**src/rtl/pcf8563_target.sv**
```systemverilog
// pcf8563_target: I2C target emulating the PCF8563 RTC register file.
// Answers pointer-write, data-write and (repeated-start) read transactions at
// DEV_ADDR, backed by an NREG-byte register file.
// Ports:
//   clk, rst_n        system clock, asynchronous active-low reset
//   en                target enable; 0 releases SDA and holds the FSM idle
//   scl_i, sda_i      bus pad inputs
//   sda_o, sda_t      SDA open-drain drive (value always 0, sda_t=1 releases)
//   host_addr/rdata   combinational host read port into the register file
//   wr_strobe/addr/data  one-cycle notify per byte written from the bus
//   busy              transaction in progress (START to STOP)
module pcf8563_target #(
    parameter logic [6:0]  DEV_ADDR = 7'h51,
    parameter int unsigned NREG     = 16,
    parameter int unsigned FILT     = 3
) (
    input  logic                    clk,
    input  logic                    rst_n,
    input  logic                    en,
    input  logic                    scl_i,
    input  logic                    sda_i,
    output logic                    sda_o,
    output logic                    sda_t,
    input  logic [$clog2(NREG)-1:0] host_addr,
    output logic [7:0]              host_rdata,
    output logic                    wr_strobe,
    output logic [$clog2(NREG)-1:0] wr_addr,
    output logic [7:0]              wr_data,
    output logic                    busy
);

    localparam int unsigned PW  = $clog2(NREG);
    localparam int unsigned FCW = $clog2(FILT + 1);

    localparam logic [2:0] ST_IDLE  = 3'd0;
    localparam logic [2:0] ST_ADDR  = 3'd1;
    localparam logic [2:0] ST_ACK   = 3'd2;
    localparam logic [2:0] ST_WPTR  = 3'd3;
    localparam logic [2:0] ST_WDATA = 3'd4;
    localparam logic [2:0] ST_RDATA = 3'd5;
    localparam logic [2:0] ST_MACK  = 3'd6;
    localparam logic [2:0] ST_WAIT  = 3'd7;  // after master NACK, until STOP/START

    // Input conditioning: 2-flop synchronizer, then a level is accepted only
    // after FILT consecutive samples disagree with the current filtered level.
    logic [1:0]     scl_sync_q, sda_sync_q;
    logic           scl_f_q, sda_f_q, scl_prev_q, sda_prev_q;
    logic [FCW-1:0] scl_cnt_q, sda_cnt_q;

    always_ff @(posedge clk or negedge rst_n) begin
        if (!rst_n) begin
            scl_sync_q <= 2'b11;
            sda_sync_q <= 2'b11;
            scl_f_q    <= 1'b1;
            sda_f_q    <= 1'b1;
            scl_prev_q <= 1'b1;
            sda_prev_q <= 1'b1;
            scl_cnt_q  <= '0;
            sda_cnt_q  <= '0;
        end else begin
            scl_sync_q <= {scl_sync_q[0], scl_i};
            sda_sync_q <= {sda_sync_q[0], sda_i};
            scl_prev_q <= scl_f_q;
            sda_prev_q <= sda_f_q;
            if (scl_sync_q[1] == scl_f_q) begin
                scl_cnt_q <= '0;
            end else if (scl_cnt_q == FCW'(FILT - 1)) begin
                scl_f_q   <= scl_sync_q[1];
                scl_cnt_q <= '0;
            end else begin
                scl_cnt_q <= scl_cnt_q + FCW'(1);
            end
            if (sda_sync_q[1] == sda_f_q) begin
                sda_cnt_q <= '0;
            end else if (sda_cnt_q == FCW'(FILT - 1)) begin
                sda_f_q   <= sda_sync_q[1];
                sda_cnt_q <= '0;
            end else begin
                sda_cnt_q <= sda_cnt_q + FCW'(1);
            end
        end
    end

    logic scl_rise, scl_fall, start_det, stop_det;
    assign scl_rise  = scl_f_q & ~scl_prev_q;
    assign scl_fall  = ~scl_f_q & scl_prev_q;
    // SCL must be high on both samples, so a bus condition never coincides
    // with an SCL edge.
    assign start_det = scl_f_q & scl_prev_q & sda_prev_q & ~sda_f_q;
    assign stop_det  = scl_f_q & scl_prev_q & ~sda_prev_q & sda_f_q;

    logic [2:0]    state_q, state_d, ack_next_q, ack_next_d;
    logic [2:0]    bitcnt_q, bitcnt_d;
    logic [7:0]    shreg_q, shreg_d, rx_byte;
    logic [PW-1:0] ptr_q, ptr_d, wr_addr_d;
    logic          ack_on_q, ack_on_d, mack_ack_q, mack_ack_d;
    logic          sda_t_q, sda_t_d, wr_strobe_q, wr_strobe_d;
    logic [7:0]    wr_data_q, wr_data_d;
    logic [7:0]    regs_q [NREG];

    always_comb begin
        state_d     = state_q;
        ack_next_d  = ack_next_q;
        bitcnt_d    = bitcnt_q;
        shreg_d     = shreg_q;
        ptr_d       = ptr_q;
        ack_on_d    = ack_on_q;
        mack_ack_d  = mack_ack_q;
        sda_t_d     = sda_t_q;
        wr_strobe_d = 1'b0;
        wr_addr_d   = wr_addr;
        wr_data_d   = wr_data_q;
        rx_byte     = {shreg_q[6:0], sda_f_q};
        if (!en) begin
            state_d    = ST_IDLE;
            sda_t_d    = 1'b1;
            ack_on_d   = 1'b0;
            mack_ack_d = 1'b0;
        end else if (start_det) begin
            // Repeated START keeps the pointer.
            state_d    = ST_ADDR;
            bitcnt_d   = 3'd0;
            sda_t_d    = 1'b1;
            ack_on_d   = 1'b0;
            mack_ack_d = 1'b0;
        end else if (stop_det) begin
            state_d = ST_IDLE;
            sda_t_d = 1'b1;
        end else begin
            case (state_q)
                ST_ADDR, ST_WPTR, ST_WDATA: begin
                    if (scl_rise) begin
                        shreg_d  = rx_byte;
                        bitcnt_d = bitcnt_q + 3'd1;
                        if (bitcnt_q == 3'd7) begin
                            state_d = ST_ACK;
                            if (state_q == ST_ADDR) begin
                                if (rx_byte[7:1] == DEV_ADDR) begin
                                    ack_next_d = rx_byte[0] ? ST_RDATA : ST_WPTR;
                                end else begin
                                    state_d = ST_IDLE;
                                end
                            end else if (state_q == ST_WPTR) begin
                                ptr_d      = rx_byte[PW-1:0];
                                ack_next_d = ST_WDATA;
                            end else begin
                                wr_strobe_d = 1'b1;
                                wr_addr_d   = ptr_q;
                                wr_data_d   = rx_byte;
                                ptr_d       = ptr_q + PW'(1);
                                ack_next_d  = ST_WDATA;
                            end
                        end
                    end
                end
                ST_ACK: begin
                    // First fall starts the ACK bit, second fall ends it.
                    if (scl_fall) begin
                        if (!ack_on_q) begin
                            sda_t_d  = 1'b0;
                            ack_on_d = 1'b1;
                        end else begin
                            ack_on_d = 1'b0;
                            bitcnt_d = 3'd0;
                            state_d  = ack_next_q;
                            if (ack_next_q == ST_RDATA) begin
                                shreg_d = regs_q[ptr_q];
                                sda_t_d = regs_q[ptr_q][7];
                            end else begin
                                sda_t_d = 1'b1;
                            end
                        end
                    end
                end
                ST_RDATA: begin
                    if (scl_fall) begin
                        if (bitcnt_q == 3'd7) begin
                            sda_t_d    = 1'b1;
                            ptr_d      = ptr_q + PW'(1);
                            bitcnt_d   = 3'd0;
                            mack_ack_d = 1'b0;
                            state_d    = ST_MACK;
                        end else begin
                            shreg_d  = {shreg_q[6:0], 1'b0};
                            sda_t_d  = shreg_q[6];
                            bitcnt_d = bitcnt_q + 3'd1;
                        end
                    end
                end
                ST_MACK: begin
                    if (scl_rise) begin
                        if (sda_f_q) begin
                            state_d = ST_WAIT;
                        end else begin
                            mack_ack_d = 1'b1;
                        end
                    end else if (scl_fall && mack_ack_q) begin
                        mack_ack_d = 1'b0;
                        shreg_d    = regs_q[ptr_q];
                        sda_t_d    = regs_q[ptr_q][7];
                        bitcnt_d   = 3'd0;
                        state_d    = ST_RDATA;
                    end
                end
                default: ;
            endcase
        end
    end

    always_ff @(posedge clk or negedge rst_n) begin
        if (!rst_n) begin
            state_q     <= ST_IDLE;
            ack_next_q  <= ST_WPTR;
            bitcnt_q    <= 3'd0;
            shreg_q     <= 8'h00;
            ptr_q       <= '0;
            ack_on_q    <= 1'b0;
            mack_ack_q  <= 1'b0;
            sda_t_q     <= 1'b1;
            wr_strobe_q <= 1'b0;
            wr_addr     <= '0;
            wr_data_q   <= 8'h00;
        end else begin
            state_q     <= state_d;
            ack_next_q  <= ack_next_d;
            bitcnt_q    <= bitcnt_d;
            shreg_q     <= shreg_d;
            ptr_q       <= ptr_d;
            ack_on_q    <= ack_on_d;
            mack_ack_q  <= mack_ack_d;
            sda_t_q     <= sda_t_d;
            wr_strobe_q <= wr_strobe_d;
            wr_addr     <= wr_addr_d;
            wr_data_q   <= wr_data_d;
        end
    end

    always_ff @(posedge clk or negedge rst_n) begin
        if (!rst_n) begin
            for (int i = 0; i < int'(NREG); i++) begin
                regs_q[i] <= 8'h00;
            end
        end else if (wr_strobe_d) begin
            regs_q[wr_addr_d] <= wr_data_d;
        end
    end

    assign sda_o      = 1'b0;
    assign sda_t      = sda_t_q;
    assign wr_strobe  = wr_strobe_q;
    assign wr_data    = wr_data_q;
    assign busy       = (state_q != ST_IDLE);
    assign host_rdata = regs_q[host_addr];

endmodule

```
**config.mk**
```make
export PLATFORM = sky130hd
export DESIGN_NAME = pcf8563_target
export DESIGN_NICKNAME = d
export VERILOG_FILES = /design/src/rtl/pcf8563_target.sv
export SDC_FILE = /design/constraint.sdc
export NUM_CORES = 1
export LEC_CHECK = 0
export ABC_AREA = 1
export CORE_MARGIN = 4
export CORE_UTILIZATION = 40
export DETAILED_ROUTE_END_ITERATION = 8
export GPL_TIMING_DRIVEN = 1
export PLACE_DENSITY = 0.58
export SETUP_SLACK_MARGIN = 0.1
export SYNTH_ARGS = -nofsm -noshare
export SYNTH_HDL_FRONTEND = slang
export SYNTH_SLANG_ARGS = --single-unit
```
**constraint.sdc**
```tcl
create_clock -name clk -period 3.4 [get_ports clk]
set_input_delay 1.02 -clock clk [delete_from_list [all_inputs] [get_ports clk]]
set_output_delay 1.02 -clock clk [all_outputs]
set_load 0.03 [all_outputs]
```
==> impl_summary.md, run 1 <==
Setup path
Across all register-to-register paths, the minimum setup slack is 0.70 ns. The critical path launch point type is an input port. Measured in cells, the most critical reg-to-reg path has a length of 10.

For the worst setup path, the data required time is 2.38 ns. The worst reg2reg path endpoint is regs_q[83]$_DFFE_PN0P_. The critical path class is input port to output pin. The timing endpoint of the critical path is host_rdata[5]. STA classifies the critical path endpoint as an output pin. The maximum fanout count along the critical path is 5. The worst endpoint data arrival time is 2.24 ns.

The worst register-to-register path begins at bitcnt_q[0]$_DFFE_PN0P_. The timing startpoint of the critical path is host_addr[2].

Clocking
The later-pin clock latency in the skew report is 0.44 ns. Counting every sink on the clock net gives 176. TritonCTS built the clock tree. The maximum buffer depth of the clock tree is 2.

The CTS clock-pin slew for the worst setup and hold paths is 0.07 ns. The number of buffers inserted for hold repair after clock tree synthesis is 0. The number of H-tree branching levels is 4.

Clock tree synthesis selected as its root buffer the cell sky130_fd_sc_hd__clkbuf_16. The number of CTS-inserted buffers is 17.

Synth
The sequential element share of the synthesized area is 44.7%. The largest total area in the synthesized netlist belongs to sky130_fd_sc_hd__dfrtp_1. The post-synthesis share of cell area spent on and, or, nand and nor gates is 22.8%. Synthesis produced 1287 cells. Measured against the total synthesized area, the mux share comes to 0.114%. The number of flops mapped to enable cells by yosys is 0. The flip-flop cell with the highest count after synthesis is sky130_fd_sc_hd__dfrtp_1. Summing the areas of all compound-gate instances in the mapped netlist gives 22.7% of the synthesized area. The synthesized design contains 176 register bits. The top cell type's share of synthesized area is 41.8%. The net count after synthesis is 1299. The synthesized-area fraction occupied by adder cells is 0.380%. The xor/xnor share of the synthesized area is 0.354%. The share of synthesized flip-flops with an asynchronous set or reset is 100%. The dominant combinational cell family by area after synthesis is simple AND/OR/NAND/NOR gates. The post-synth design cell area is 9890 sq um.

During synthesis, Yosys emitted a total of 0 warnings. Averaged over all synthesized cells, the footprint is 7.68 sq um. The number of library cell types mapped by synthesis is 43.

Yosys attributes the largest share of cell area to sky130_fd_sc_hd__dfrtp_1, sky130_fd_sc_hd__nand2_1, sky130_fd_sc_hd__o21ai_0.

Worst hold path
The launch instance of the worst min-delay path is scl_sync_q[0]$_DFF_PN1_. The class of the most critical hold timing path is register to register.

Floorplan
The number of cell rows is 57. The floorplan die area is 27300 sq um. The floorplan step set the die width to 165 microns. Once the floorplan was initialized, standard cells occupied 40.7% of the core.

The die extent in y is 165 microns. During I/O placement, the number of pins put on the boundary was 33. The core region is 24300 sq um.

Timing
The slew at the pin closest to its max-slew limit is 0.943 ns. The count of final hold-check violations is 0. The worst path in the final design needs a cycle of 3.26 ns, including I/O delays and setup.

The final setup violation count is 0. The minimum hold slack is 0.351 ns. The clock arrives with 0.0144 ns of skew. The count of final max-slew check failures is 0. The final cycle utilization of the critical path is 95.9%. For this run, the top clock speed supported by timing is 307 MHz. Setup repair after global routing could not meet its margin everywhere. The worst pin sits at a relative slew slack of 37.1%.

Global routing
The via count of the first global-routing pass is 8010. The first global-routing pass estimated 47400 microns of wire. The number of antenna violations at the first check in global routing came to 0. Entering global routing, the biggest net connects 110 pins. The global-route total usage across every layer is 22.5%.

The total congestion overflow is 0.

Drt
The total length of routed wires is 30100 microns. The routed wire length per instance is 18.3 microns. In this run the remaining antenna-violating nets after routing total 0.

The routed layout has 8986 vias. The first TritonRoute pass finished after 5 iterations. In the routed layout, each cell is associated on average with a via count of 5.45.

The initial DRC count is 938. For this run, design rule violations remaining after detail routing come to 0.

Place
The final weighted congestion in routability-driven placement is 0.924. The wire-length estimate of the detail-placed layout is 20700 microns. The total instance count after detailed placement is 1617. The number of buffers added on ports is 31.

Flow run
The count of max-cap constraint violations is 0.

Pwr
The total power density per cell area is 470 nW/um^2. The maximum VDD drop is 0.000285 V. Summed over all cells, the static leakage comes to 5.21 nW.

The power consumption is 0.00532 W.

Final layout
The utilization after layout is 46.5%. The filler-free cell count of the finished design is 1650. The post-route netlist has 13.7% of its cells at a drive strength greater than 1. The number of antenna diodes is 0. The count of nets after finishing is 1326. The area added between synthesis and finish is 14.4%.

Outcome
The flow ran to the end, and the final reports show no timing, DRC or antenna violations.
[cell families after synthesis]
| kind of cell | Yosys count |
|---|---|
| other | 1 |
| multiplexers | 1 |
| AND/OR/NAND/NOR | 507 |
| XOR/XNOR | 4 |
| AO/OA/AOI/OAI | 395 |
| adder cells (fa/ha/maj) | 3 |
| flip-flops | 176 |
| buffers and inverters | 200 |
[final cells by class]
type / count / area [sq um]
Timing Repair Buffer: 81 / 828
Tap cell: 324 / 405
Clock inverter: 14 / 121
Multi-Input combinational cell: 911 / 4620
Fill cell: 2425 / 13000
Sequential cell: 176 / 4420
Clock buffer: 17 / 425
Inverter: 127 / 489
[registers in the layout (all words and copies together) (netlist names), 3 cells and up]
register,flops
state_q,3
wr_addr,4
ptr_q,4
ack_next_q,3
bitcnt_q,3
wr_data,8
shreg_q,7
regs_q,128
[power breakdown]
group	internal [W]	leakage (nW)	switching (W)
clock	0.000960	0.265	0.000940
sequential	0.00224	2.21	0.000104
combinational	0.000345	2.74	0.000729
[placed cells by master, fill, tap and decap left out, types with 2 or more instances in the layout]
| cell | netlist | layout |
|---|---|---|
| sky130_fd_sc_hd__inv_2 | 12 | 13 |
| sky130_fd_sc_hd__clkinv_2 | 0 | 2 |
| sky130_fd_sc_hd__nor2_1 | 30 | 30 |
| sky130_fd_sc_hd__o21ai_0 | 164 | 150 |
| sky130_fd_sc_hd__nand3b_1 | 6 | 6 |
| sky130_fd_sc_hd__nand2_2 | 6 | 8 |
| sky130_fd_sc_hd__inv_1 | 113 | 112 |
| sky130_fd_sc_hd__xor2_1 | 2 | 2 |
| sky130_fd_sc_hd__dfrtp_1 | 165 | 163 |
| sky130_fd_sc_hd__nor2_8 | 2 | 2 |
| sky130_fd_sc_hd__o211ai_1 | 38 | 38 |
| sky130_fd_sc_hd__nand3_4 | 2 | 2 |
| sky130_fd_sc_hd__nand2_1 | 361 | 359 |
| sky130_fd_sc_hd__dlygate4sd2_1 | 0 | 2 |
| sky130_fd_sc_hd__nor2_4 | 5 | 5 |
| sky130_fd_sc_hd__nor2_2 | 4 | 4 |
| sky130_fd_sc_hd__buf_6 | 13 | 10 |
| sky130_fd_sc_hd__dfstp_2 | 11 | 11 |
| sky130_fd_sc_hd__ha_1 | 3 | 3 |
| sky130_fd_sc_hd__inv_6 | 0 | 5 |
| sky130_fd_sc_hd__inv_8 | 0 | 4 |
| sky130_fd_sc_hd__nand4_1 | 9 | 9 |
| sky130_fd_sc_hd__nor3_1 | 7 | 7 |
| sky130_fd_sc_hd__clkbuf_16 | 0 | 18 |
| sky130_fd_sc_hd__a21oi_1 | 90 | 90 |
| sky130_fd_sc_hd__o21ai_1 | 62 | 75 |
| sky130_fd_sc_hd__buf_12 | 1 | 9 |
| sky130_fd_sc_hd__o21ai_2 | 19 | 20 |
| sky130_fd_sc_hd__o221ai_1 | 14 | 10 |
| sky130_fd_sc_hd__nand3_1 | 61 | 61 |
| sky130_fd_sc_hd__buf_4 | 2 | 39 |
| sky130_fd_sc_hd__clkdlybuf4s50_1 | 0 | 18 |
| sky130_fd_sc_hd__xnor2_1 | 2 | 2 |
| sky130_fd_sc_hd__o21ai_4 | 3 | 3 |
| sky130_fd_sc_hd__clkinvlp_4 | 0 | 3 |
| sky130_fd_sc_hd__o221ai_2 | 0 | 4 |
| sky130_fd_sc_hd__nand2_4 | 11 | 11 |
[metal layers]
metal / global-route usage (%) / vias up / share of wire, %
li1: - / 4338 / -
met1: 35.6 / 4274 / 49
met2: 32.4 / 343 / 43
met3: 3.03 / 31 / 7.5
met4: 5.37 / 0 / 1.4
met5: 0 / - / 0
[metrics by stage]
step	worst slack, ns	TNS (ns)	area [sq um]
after floorplan	0.157	0	9890
after global placement	-0.385	-1.68	10700
after detailed placement	-0.357	-1.80	10700
after CTS	0.100	0	11200
after global routing	0.0754	0	11300
final	0.139	0	11300
[how the worst min path moves through the flow]
stage	to	slack, ns	depth (start not counted)
after global routing	scl_sync_q[1]$_DFF_PN1_	0.35	0
final	scl_sync_q[1]$_DFF_PN1_	0.35	0
after floorplan	scl_sync_q[1]$_DFF_PN1_	0.35	0
after detailed placement	scl_sync_q[1]$_DFF_PN1_	0.35	0
after CTS	scl_sync_q[1]$_DFF_PN1_	0.35	0
after global placement	sda_sync_q[1]$_DFF_PN1_	0.35	0
[what timing repair did]
| item | in CTS | in global routing |
|---|---|---|
| setup endpoints to repair | 8 | 8 |
| cloned | 0 | 1 |
| resized for setup | 21 | 19 |
| pin swaps | 4 | 4 |
| setup buffers | 0 | 1 |
[synth_stat cells, types with 3 or more instances]
master and instances:
sky130_fd_sc_hd__nor2_1 30, sky130_fd_sc_hd__nand2_1 361, sky130_fd_sc_hd__nand4_1 9, sky130_fd_sc_hd__o21ai_0 164, sky130_fd_sc_hd__buf_1 8, sky130_fd_sc_hd__nor2_4 5, sky130_fd_sc_hd__dfstp_2 11, sky130_fd_sc_hd__o21ai_4 3
sky130_fd_sc_hd__buf_6 13, sky130_fd_sc_hd__clkbuf_1 49, sky130_fd_sc_hd__nand2_4 11, sky130_fd_sc_hd__inv_2 12, sky130_fd_sc_hd__o211ai_1 38, sky130_fd_sc_hd__ha_1 3, sky130_fd_sc_hd__a21oi_1 90, sky130_fd_sc_hd__o221ai_1 14
sky130_fd_sc_hd__o21ai_2 19, sky130_fd_sc_hd__nand2_2 6, sky130_fd_sc_hd__inv_1 113, sky130_fd_sc_hd__nor2_2 4, sky130_fd_sc_hd__nor3_1 7, sky130_fd_sc_hd__o21ai_1 62, sky130_fd_sc_hd__nand3b_1 6, sky130_fd_sc_hd__dfrtp_1 165
sky130_fd_sc_hd__nand3_1 61
[critical path, cell delays in order]
cell and delay [ns]:
sky130_fd_sc_hd__dlygate4sd2_1 0.36, sky130_fd_sc_hd__buf_4 0.17, sky130_fd_sc_hd__buf_4 0.14, sky130_fd_sc_hd__o21ai_0 0.09
sky130_fd_sc_hd__o221ai_1 0.14, sky130_fd_sc_hd__nand2_1 0.12, sky130_fd_sc_hd__buf_4 0.19
Note: power is estimated with default switching activity, not from simulation.
==> run 2, diff against run 1 <==
--- a/config.mk
+++ b/config.mk
@@ -6,8 +6,8 @@
 export NUM_CORES = 1
 export LEC_CHECK = 0
 export ABC_AREA = 1
-export CORE_MARGIN = 4
 export CORE_UTILIZATION = 40
+export CTS_BUF_LIST = sky130_fd_sc_hd__clkbuf_2 sky130_fd_sc_hd__clkbuf_4 sky130_fd_sc_hd__clkbuf_8
 export DETAILED_ROUTE_END_ITERATION = 8
 export GPL_TIMING_DRIVEN = 1
 export PLACE_DENSITY = 0.58
==> run 2 against run 1 <==
Clock skew is 0.0058 ns higher. Via count shrank 1.2%. Flip-flop and latch count did not move. First-iteration DRC count is 14% higher. Sequential share of layout area up 0.88 points. Global-route usage rose by 1.4 points.
==> impl_summary.md, run 2 (synthesis gave the netlist of run 1 again) <==
Global routing
The global-route wire length before repair is 46900 microns (-1.0%). The via count of the first global-routing pass came to 8045 (+0.44%). The total congestion overflow was 0 (unchanged).

The global-route total usage across every layer is 23.9% (+1.4 points). The number of antenna violations at the first check in global routing is 0 (unchanged). The pin count of the biggest net entering global routing is 110 (unchanged).

Pwr
The portion of total power attributed to the clock network is 29.9% (-5.8 points). The switching share of power is 35.9% (+2.6 points). The maximum VDD drop is 0.000252 V (-12%). The internal power consumption is 0.00312 W (-12%). The sequential group share of total power was 48.1% (+4.0 points). The static leakage power is 5.08 nW (-2.5%).

The proportion of power drawn by combinational gates is 22.0% (+1.8 points). The switching power total is 0.00175 W (-1.2%). The total power density per cell area is 440 nW/um^2 (-6.3%).

Clocking
The number of buffers inserted for hold repair after clock tree synthesis was 0 (unchanged). The clock tree from TritonCTS is built. The CTS clock-pin slew for the worst setup and hold paths is 0.10 ns (+0.03 ns). The count of clock tree sinks is 176 (unchanged). The clock root buffer is sky130_fd_sc_hd__clkbuf_8. The number of CTS-inserted buffers came to 17 (unchanged). The maximum buffer depth of the clock tree was 2 (unchanged). The number of H-tree branching levels is 4 (unchanged). The later-pin clock latency in the skew report was 0.49 ns (+0.05 ns).

Timing
The final setup TNS came to 0 ns (unchanged). The maximum clock frequency is 302 MHz (-1.7%). The final cycle utilization of the critical path is 97.5% (+1.6 points). The minimum hold slack is 0.361 ns (+0.00946 ns).

The setup skew after layout is 0.0202 ns (+0.00576 ns). The count of final max-slew check failures is 0 (unchanged). Setup repair after global routing could not meet its margin everywhere. The count of final hold-check violations came to 0 (unchanged). The worst slew margin relative to its limit was 49.7% (+13 points). The final setup violation count is 0 (unchanged). The minimum clock period is 3.32 ns (+0.0550 ns). The post-layout worst setup margin was 0.0838 ns (-0.0550 ns). The slew at the pin closest to its max-slew limit was 0.755 ns (-0.188 ns).

Floorplan
The initial core utilization is 40.8% (+0.12 points). The floorplan die area came to 25400 sq um (-7.1%). The number of cell rows is 57 (unchanged).

The die extent in x is 159 microns (-3.6%). The die extent in y was 159 microns (-3.6%). The top-level port count came to 33 (unchanged).

The core outline area came to 24200 sq um (-0.29%).

Setup path
Traced cell by cell, the critical path runs through buf_6 -> clkbuf_16 -> o21ai_0 -> nand2_1 -> o221ai_1 -> nand2_1 -> buf_4. The worst endpoint data arrival time was 2.30 ns (+0.06 ns). The worst setup slack for register-to-register paths is 0.78 ns (+0.08 ns). STA classifies the critical path startpoint as an input port. Following the worst setup path forward leads to its endpoint at host_rdata[5]. The worst reg2reg path endpoint is shreg_q[0]$_DFFE_PN0P_. The endpoint required time on the critical path is 2.38 ns (about the same). The cell at the slowest stage of the critical path is sky130_fd_sc_hd__o21ai_0. The critical path class is input port to output pin.

The most critical setup path has its startpoint at host_addr[0]. The largest stage delay on the critical path was 0.33 ns (-0.03 ns). The cell that appears most often on the critical path is sky130_fd_sc_hd__nand2_1. The endpoint type of the worst setup path is an output pin. The launch instance of the worst register-to-register path is state_q[0]$_DFFE_PN0P_. The worst reg2reg path depth came to 10 (unchanged). The maximum fanout count along the critical path is 20 (+15).

Drt
The total length of routed wires is 29800 microns (-1.1%). The total via count in the routed design is 8875 (-1.2%). The routed wire length per instance is 18.2 microns (-0.11%). The initial DRC count is 1071 (+14%). The first-pass iteration count of the detailed router is 5 (unchanged). The remaining antenna violation count after routing came to 0 (unchanged). The DRC violation count after routing was 0 (unchanged). The per-cell via count in the routed design was 5.43 (-0.27%).

Final layout
The final non-filler cell area is 11100 sq um (-2.2%). The utilization after layout is 45.6% (-0.89 points). The most common cell after layout, fill and taps aside is sky130_fd_sc_hd__nand2_1. More flip-flops sit in one register than any other, and that register is regs_q.

The proportion of layout cells with a drive suffix above 1 came to 12.5% (-1.1 points). The area added between synthesis and finish is 11.9%. The count of nets after finishing is 1309 (-1.3%). The flip-flop count of the largest register, all copies and words added is 128 (unchanged). The number of antenna diodes is 0 (unchanged).

In the layout the commonest cells are sky130_fd_sc_hd__nand2_1, sky130_fd_sc_hd__dfrtp_1, sky130_fd_sc_hd__o21ai_0, sky130_fd_sc_hd__inv_1, sky130_fd_sc_hd__a21oi_1.

Worst hold path
The class of the most critical hold timing path is register to register. The worst hold path cell count came to 0 (unchanged).

Outcome
The flow ran to the end, and the final reports show no timing, DRC or antenna violations.

Place
The final weighted congestion in routability-driven placement was 0.884 (-4.3%). The number of buffers added on ports was 31 (unchanged). The cell area after placement was 10500 sq um (-1.1%). The pre-CTS worst setup slack was 0.0537 ns (+0.411 ns). The final HPWL from detailed placement is 19900 microns (-3.8%).

Flow run
The count of max-cap constraint violations was 0 (unchanged).
==> run 2: changes by cell type in the layout (fill, tap and decap cells not counted), moves of 4 or more <==
cell,before,now
sky130_fd_sc_hd__buf_4,39,25
sky130_fd_sc_hd__buf_6,10,3
sky130_fd_sc_hd__clkbuf_16,18,3
sky130_fd_sc_hd__clkbuf_8,0,17
sky130_fd_sc_hd__o21ai_0,150,156
sky130_fd_sc_hd__o21ai_1,75,69
sky130_fd_sc_hd__o221ai_1,10,14
sky130_fd_sc_hd__o221ai_2,4,0
==> run 2: area by class of cell <==
class | count | area, sq um
multi-input combinational | 911 | 4600
inverter | 127 | 489
clock buffer | 17 | 234
sequential | 176 | 4420
timing repair buffer | 64 | 763
fill | 2478 | 13200
clock inverter | 15 | 145
tap | 324 | 405
==> run 2: critical path, delay by kind of cell <==
| kind | cells | cell delay [ns] |
|---|---|---|
| AND/OR/NAND/NOR | 2 | 0.23 |
| buffers and inverters | 3 | 0.51 |
| AO/OA/AOI/OAI | 2 | 0.52 |
==> run 2: how the worst min path moves through the flow <==
stage	start	to
after floorplan	scl_sync_q[0]$_DFF_PN1_	scl_sync_q[1]$_DFF_PN1_
after global placement	sda_sync_q[0]$_DFF_PN1_	sda_sync_q[1]$_DFF_PN1_
after detailed placement	sda_sync_q[0]$_DFF_PN1_	sda_sync_q[1]$_DFF_PN1_
after CTS	sda_sync_q[0]$_DFF_PN1_	sda_sync_q[1]$_DFF_PN1_
after global routing	sda_sync_q[0]$_DFF_PN1_	sda_sync_q[1]$_DFF_PN1_
final	sda_sync_q[0]$_DFF_PN1_	sda_sync_q[1]$_DFF_PN1_
==> run 2: per-stage QoR <==
stage / instances / total power [W]
CTS: 1630 / 0.00489
floorplan: 1287 / 0.00308
global route: 1634 / 0.00515
finish: 1634 / 0.00487
global placement: 1597 / 0.00342
detailed placement: 1597 / 0.00343
==> run 2: power groups by stage <==
stage | clock network, W | logic [W] | registers [W]
after global routing | 0.00157 | 0.00121 | 0.00236
after CTS | 0.00149 | 0.00106 | 0.00234
after global placement | 0 | 0.00104 | 0.00238
final | 0.00145 | 0.00107 | 0.00234
after floorplan | 0 | 0.000710 | 0.00237
after detailed placement | 0 | 0.00105 | 0.00238
==> run 2: routing by layer <==
layer | wire [microns] | vias up | share of wire, % | track usage, %
met2 | 12800 | 319 | 43 | 34.3
met4 | 471 | 0 | 1.6 | 5.94
met5 | 0 | - | 0 | 0
met3 | 2430 | 35 | 8.2 | 5.68
met1 | 14100 | 4220 | 47 | 35.9
li1 | - | 4301 | - | -
==> run 2: timing repair <==
item                                   CTS  global route
setup buffers                            0             1
endpoints found under the hold margin    0             0
gates resized for setup                  8            10
gates cloned                             1             3
setup endpoints to repair                5             5
pin swaps                                1             1
==> run 3, diff against run 2 <==
--- a/config.mk
+++ b/config.mk
@@ -12,6 +12,7 @@
 export GPL_TIMING_DRIVEN = 1
 export PLACE_DENSITY = 0.58
 export SETUP_SLACK_MARGIN = 0.1
+export SLEW_MARGIN = 20
 export SYNTH_ARGS = -nofsm -noshare
 export SYNTH_HDL_FRONTEND = slang
 export SYNTH_SLANG_ARGS = --single-unit
==> results of run 3 <==
Final layout, timing and power as in run 2 (identical DEF).
